==> config.mk <==
export PLATFORM = sky130hd
export DESIGN_NAME = regfile_param
export DESIGN_NICKNAME = d
export VERILOG_FILES = /design/src/rtl/regfile_param.sv
export SDC_FILE = /design/constraint.sdc
export NUM_CORES = 1
export LEC_CHECK = 0
export BUFFER_PORTS_ARGS = -buffer_cell sky130_fd_sc_hd__buf_4
export CAP_MARGIN = 20
export CORE_ASPECT_RATIO = 1.5
export CORE_UTILIZATION = 36
export CTS_BUF_LIST = sky130_fd_sc_hd__clkbuf_8
export CTS_CLUSTER_SIZE = 10
export DETAILED_ROUTE_END_ITERATION = 8
export GPL_TIMING_DRIVEN = 0
export MAX_ROUTING_LAYER = met4
export PLACE_DENSITY_LB_ADDON = 0.25
export SYNTH_ARGS = -nofsm -noshare
export SYNTH_HDL_FRONTEND = slang
export SYNTH_SLANG_ARGS = --single-unit
==> constraint.sdc <==
create_clock -name clk -period 1.9 [get_ports clk]
set_input_delay 0.095 -clock clk [delete_from_list [all_inputs] [get_ports clk]]
set_output_delay 0.095 -clock clk [all_outputs]
set_load 0.02 [all_outputs]
==> src/rtl/regfile_param.sv <==
// Parameterised register file: one write port, two registered read ports, self-initialising to reg[i] = i.
// Optional macro REGFILE_BYPASS_EN forwards same-cycle write data to a matching read port.
module regfile_param #(
    parameter int DATA_W  = 8,
    parameter int ADDR_W  = 3,
    parameter int ZERO_R0 = 0
) (
    input  logic              clk,
    input  logic              rst_n,
    output logic              ready,
    input  logic              we3,
    input  logic [ADDR_W-1:0] a3,
    input  logic [DATA_W-1:0] wd3,
    input  logic              re1,
    input  logic [ADDR_W-1:0] a1,
    input  logic              re2,
    input  logic [ADDR_W-1:0] a2,
    output logic [DATA_W-1:0] rd1,
    output logic [DATA_W-1:0] rd2,
    output logic              rv1,
    output logic              rv2
);
    localparam int DEPTH = 2 ** ADDR_W;

    typedef enum logic {INIT, RUN} state_t;

    state_t                   state_reg;
    logic [ADDR_W-1:0]        idx_reg;
    logic                     ready_reg;
    logic [DATA_W-1:0]        mem [DEPTH];
    logic [DATA_W-1:0]        init_data;
    logic                     mem_we;
    logic [ADDR_W-1:0]        mem_wa;
    logic [DATA_W-1:0]        mem_wd;
    logic [1:0]               re_vec;
    logic [1:0][ADDR_W-1:0]   ra_vec;

    genvar gi;

    // INIT value is idx zero-extended or truncated to the data width.
    generate
        for (gi = 0; gi < DATA_W; gi++) begin : g_init
            if (gi < ADDR_W) begin : g_bit
                assign init_data[gi] = idx_reg[gi];
            end else begin : g_pad
                assign init_data[gi] = 1'b0;
            end
        end
    endgenerate

    always_ff @(posedge clk) begin
        if (!rst_n) begin
            state_reg <= INIT;
            idx_reg   <= '0;
            ready_reg <= 1'b0;
        end else begin
            case (state_reg)
                INIT: begin
                    idx_reg <= idx_reg + ADDR_W'(1);
                    if (&idx_reg) begin
                        state_reg <= RUN;
                        ready_reg <= 1'b1;
                    end
                end
                default: ready_reg <= 1'b1;
            endcase
        end
    end

    assign ready = ready_reg;

    always_comb begin
        mem_we = 1'b0;
        mem_wa = a3;
        mem_wd = wd3;
        if (state_reg == INIT) begin
            mem_we = 1'b1;
            mem_wa = idx_reg;
            mem_wd = init_data;
        end else if (we3) begin
            mem_we = 1'b1;
        end
        if (!rst_n || (ZERO_R0 != 0 && mem_wa == '0)) begin
            mem_we = 1'b0;
        end
    end

    always_ff @(posedge clk) begin
        if (mem_we) begin
            mem[mem_wa] <= mem_wd;
        end
    end

    assign re_vec = {re2, re1};
    assign ra_vec = {a2, a1};

    generate
        for (gi = 0; gi < 2; gi++) begin : g_rd
            logic [DATA_W-1:0] rd_reg;
            logic [DATA_W-1:0] rd_next;
            logic              rv_reg;

            always_comb begin
                rd_next = mem[ra_vec[gi]];
`ifdef REGFILE_BYPASS_EN
                if (we3 && a3 == ra_vec[gi]) begin
                    rd_next = wd3;
                end
`endif
                if (ZERO_R0 != 0 && ra_vec[gi] == '0) begin
                    rd_next = '0;
                end
            end

            always_ff @(posedge clk) begin
                if (!rst_n) begin
                    rd_reg <= '0;
                    rv_reg <= 1'b0;
                end else begin
                    rv_reg <= 1'b0;
                    if (state_reg == RUN && re_vec[gi]) begin
                        rd_reg <= rd_next;
                        rv_reg <= 1'b1;
                    end
                end
            end
        end
    endgenerate

    assign rd1 = g_rd[0].rd_reg;
    assign rd2 = g_rd[1].rd_reg;
    assign rv1 = g_rd[0].rv_reg;
    assign rv2 = g_rd[1].rv_reg;

endmodule

* After elaboration in Yosys (flattened, before gate mapping)
Memories as Yosys holds them, arrays and structs flattened. A register that Yosys moved wholly into a read port is not among the register bits.
Index checks and enable logic that the tools add are counted.
** Cells by class
- Multiplexer cells :: 13
- Reductions and logical operators :: 6
- $add $sub $neg :: 1
** Operators with widths (count)
- 1-bit two-way mux :: 11
- 8-bit two-way mux :: 1
- 3-bit by 1-bit adder with 3-bit output, second input constant :: 1
- 3-bit two-way mux :: 1
- 3-bit AND reduction :: 1
- 1-bit logical AND :: 2
- 1-bit zero test :: 2
- 2-bit nonzero test :: 1
** Storage, ports and cells
- Word-level logic and storage cells :: 26
- Flip-flop bits (word level) :: 7
- Bits in writable memories :: 64
- Memories :: 1
- Input port bits :: 22
** Memories
- mem :: depth 8, bits a word 8, read ports 2, clocked after memory_dff 2, wr ports 1, line 30 : logic [DATA_W-1:0] mem [DEPTH];

* Logic depth before layout (Yosys ltp)
- Depth in word-level cells :: 5
- Depth in mapped cells :: 6

* Worst setup path after synthesis
Ideal clock, no wire load.
- Kind :: register -> register
- From :: reg state_reg
- To :: mem mem[0][0], enable pin
- Stages on the path, launching flop included :: 6
- Library setup time :: 370 ps
- Data arrival time :: 1237 ps
- Slack :: 293 ps
- Path through :: dfxtp_1 buf_4 buf_2 o21ai_1 nand2_1 nor2_1
** Between the ends
- Longest elaborated chain between the ends :: 4
- Elaborated cells on any way between the ends :: 5
** Ends and longest elaborated chain
- start: declaration :: line 27 : state_t state_reg;
- start signal: assignment :: line 53 : state_reg <= INIT;
- start signal: assignment :: line 61 : state_reg <= RUN;
- 1-bit two-way mux :: line 76 : if (state_reg == INIT) begin
- 1-bit two-way mux :: line 83 : if (!rst_n || (ZERO_R0 != 0 && mem_wa == '0)) begin
- 1-bit two-way mux :: line 89 : if (mem_we) begin
- 1-bit two-way mux (implied by the code) :: line 90 : mem[mem_wa] <= mem_wd;
- end: declaration :: line 30
Parallel ways exist; a longest one is shown, timed or not.

* Worst setup path in the final report
- From :: reg state_reg
- To :: mem mem[0][6], enable pin
The elaborated chain is that of the path after synthesis.

==> flow_summary.yaml <==
sta:
  drv_slew: 0
  fin_crit_sh_pct: 99.0
  maxSlewHeadroom_pct: 43.3
  max_freq_mhz: 531
  setup_viol: 0
  rsz0062_at_grt: "yes"
  skew_ns: 0.00875
  worst_pin_slew_ns: 0.847
  finalHoldViolCount: 0
  fin_crit_ns: 1.88
floorplanning:
  fp.dieArea_um2: 11600
  start_util_pct: 37.6
  die_x_um: 88.3
  die_y_um: 131
  io_pins: 41
  coreArea_um2: 10700
  rows: 46
synthesis:
  synth_area_per_cell_um2: 12.9
  yosysUniqueCellTypes: 29
  synth-seq-cells: 87
  synth-seq-area-share_pct: 59.2
  netlist_instances: 313
  synth_top_area_share_pct: 47.8
  synth_fp_nets: 337
  yosys_warnings: 0
  yosysTopAreaCell: "edfxtp_1"
  synth_area_leaders: "edfxtp_1 (48%), mux2i_1 (16%), dfxtp_1 (11%)"
  netlist_area_um2: 4020
finish:
  largest_reg_flops: 64
  layout-drive-gt1-share_pct: 20.3
  fin_cells: 513
  num_antenna_cells: 0
  multi_input_area_um2: 1470
  synthToLayoutAreaGrowth_pct: 18.0
  final_nets: 388
  regMostFlops: "mem"
  final-seq-area_um2: 2380
  final_area_um2: 4750
  num-fill-cells: 996
pwr:
  power_frac_clock_pct: 35.5
  power_leakage_nw: 1.80
  pwr-share-comb_pct: 9.5
  power_switching_mw: 0.875
  cellPowerDensity_nw_per_um2: 811
  p_int_mw: 2.98
  seq_power_share_pct: 55.0
  ir_worst_vdd_v: 0.000285
  swShare_pct: 22.7
clocking:
  h-tree-depth: 3
  clk_latency_ns: 0.36
  clock_path_buffers: 2
  cts_buffers: 9
  cts_root_buffer: "clkbuf_8"
  cts_tree: "built"
  clock-sinks: 87
  clkTransAtPathRegs_ns: 0.08
global_route:
  met3_usage_pct: 3.14
  grt_pass1_vias: 2751
  grt_use_met1_pct: 22.4
  grt_pass1_wl_mm: 15.4
  grt_max_degree: 15
  gr-total-overflow: 0
  met2_usage_pct: 30.9
  antenna_found_initial: 0
  track_usage_pct: 19.6
  busiest_layer: "met2"
place:
  place_area_um2: 4490
  port-buffer-count: 38
  numPlacedInstances: 495
  place.gp.congestion: 0.793
  hpwlAfterDp_mm: 7.01
drt:
  drt-vias-per-instance: 5.24
  dr.pass1.iters: 4
  wirelength_mm: 10.3
  drtAntennaViolNets: 0
  drc: 0
  dr.first_iter.drc_count: 151
  wire_per_inst_um: 20.1
  num_vias: 2688
worst_setup_path:
  regToRegEndpoint: "mem[0][6]"
  critPathCaptureType: "flip-flop"
  r2r_slack_ns: 0.02
  cp_max_fo: 10
  critPathKind: "flip-flop to flip-flop"
  arrival_ns: 1.87
  critPathRequiredTime_ns: 1.89
  r2r_start: "state_reg"
  rr_worst_depth: 5
  cp-start-kind: "flip-flop"
min_path:
  hold_class: "input pin to flip-flop"
  hold_depth: 2
  min_to: "state_reg"
  hold_start: "rst_n"
status:
  status: "completed"
run:
  drv_cap: 0
## layout make-up
| class | instances | share of cell area, % |
|---|---|---|
| well taps | 144 | 3.80 |
| inverters | 2 | 0.158 |
| clock inverters | 7 | 1.87 |
| plain buffers | 21 | 4.01 |
| repair buffers | 40 | 6.43 |
| multi-input cells | 203 | 30.9 |
| clock buffers | 9 | 2.61 |
| flip-flops and latches | 87 | 50.2 |
## placed cells by master, fill, tap and decap left out, drive strengths merged, types with 9 or more instances in the layout
| master | instances |
|---|---|
| nor2 | 31 |
| buf | 51 |
| and2 | 9 |
| a21oi | 17 |
| edfxtp | 64 |
| dfxtp | 23 |
| o21ai | 19 |
| clkbuf | 17 |
| mux2i | 66 |
| a22oi | 33 |
## cell families after synthesis
kind of cell               count (synthesis)  synth area share (%)
buffers and inverters                     23                  4.91
AOI/OAI and AO/OA                         74                  11.5
muxes                                     66                  16.4
and+or+nand+nor                           61                  7.31
DFF                                       87                  59.2
adders and majority gates                  2                 0.622
## worst max-delay path by stage
stage | slack, ns | end | start | depth (start not counted)
6_report | 0.02 | mem[0][6] | state_reg | 5
4_1_cts | -0.20 | mem[2][6] | state_reg | 5
2_1_floorplan | 0.29 | mem[0][0] | state_reg | 5
3_3_place_gp | -0.16 | mem[2][5] | state_reg | 6
3_5_place_dp | -0.21 | mem[7][4] | idx_reg[0] | 3
5_1_grt | -0.06 | mem[0][6] | state_reg | 5
## per-stage QoR
step                      hold slack (ns)  power (mW)  util, %  setup WS (ns)  TNS [ns]
after CTS                         0.00588        3.88     44.2         -0.202     -6.02
final                              0.0323        3.85     44.3         0.0185         0
after global placement              0.364        2.51     41.9         -0.157     -7.99
after global routing               0.0242        3.99     44.3        -0.0569     -2.18
after floorplan                     0.236        2.39        -          0.293         0
after detailed placement            0.367        2.52     41.9         -0.210    -10.33
## routing by layer
layer,up-vias,wire length [um]
met5,-,0
met3,18,584
li1,1279,-
met2,88,5370
met1,1303,4100
met4,0,283
## cell usage after synthesis (all sizes together)
| library cell | count |
|---|---|
| nand3b | 1 |
| nand2b | 1 |
| mux2i | 66 |
| inv | 2 |
| o21ai | 19 |
| nor3b | 1 |
| buf | 13 |
| nor2b | 8 |
| nand2 | 7 |
| clkbuf | 8 |
| edfxtp | 64 |
| a21oi | 17 |
| a21o | 2 |
| and2 | 9 |
| a22oi | 33 |
| a31oi | 2 |
| o21a | 1 |
| and3 | 3 |
| ha | 2 |
| nor2 | 31 |
| dfxtp | 23 |
## power by group through the flow
| stage | Clock [mW] | Combinational, mW | Sequential, mW |
|---|---|---|---|
| floorplan | 0 | 0.230 | 2.16 |
| finish | 1.37 | 0.366 | 2.12 |
| global placement | 0 | 0.346 | 2.16 |
| detailed placement | 0 | 0.355 | 2.16 |
| CTS | 1.40 | 0.362 | 2.12 |
| global route | 1.47 | 0.393 | 2.12 |
## timing repair
action / in CTS / in global routing
pin swaps: 0 / 0
gates cloned: 0 / 0
hold buffers: 2 / 0
gates resized for setup: 4 / 6
buffers inserted: 0 / 0
endpoints found under the hold margin: 2 / 0
endpoints found under the setup margin: 64 / 56
## worst max-delay path, cell delays in order, from the launching register on
cell and delay [ns]:
dfxtp_1 0.32, buf_4 0.16, buf_2 0.19, o21ai_1 0.14, nand2_1 0.16, nor2_2 0.55
Note: power is estimated with default switching activity, not from simulation.
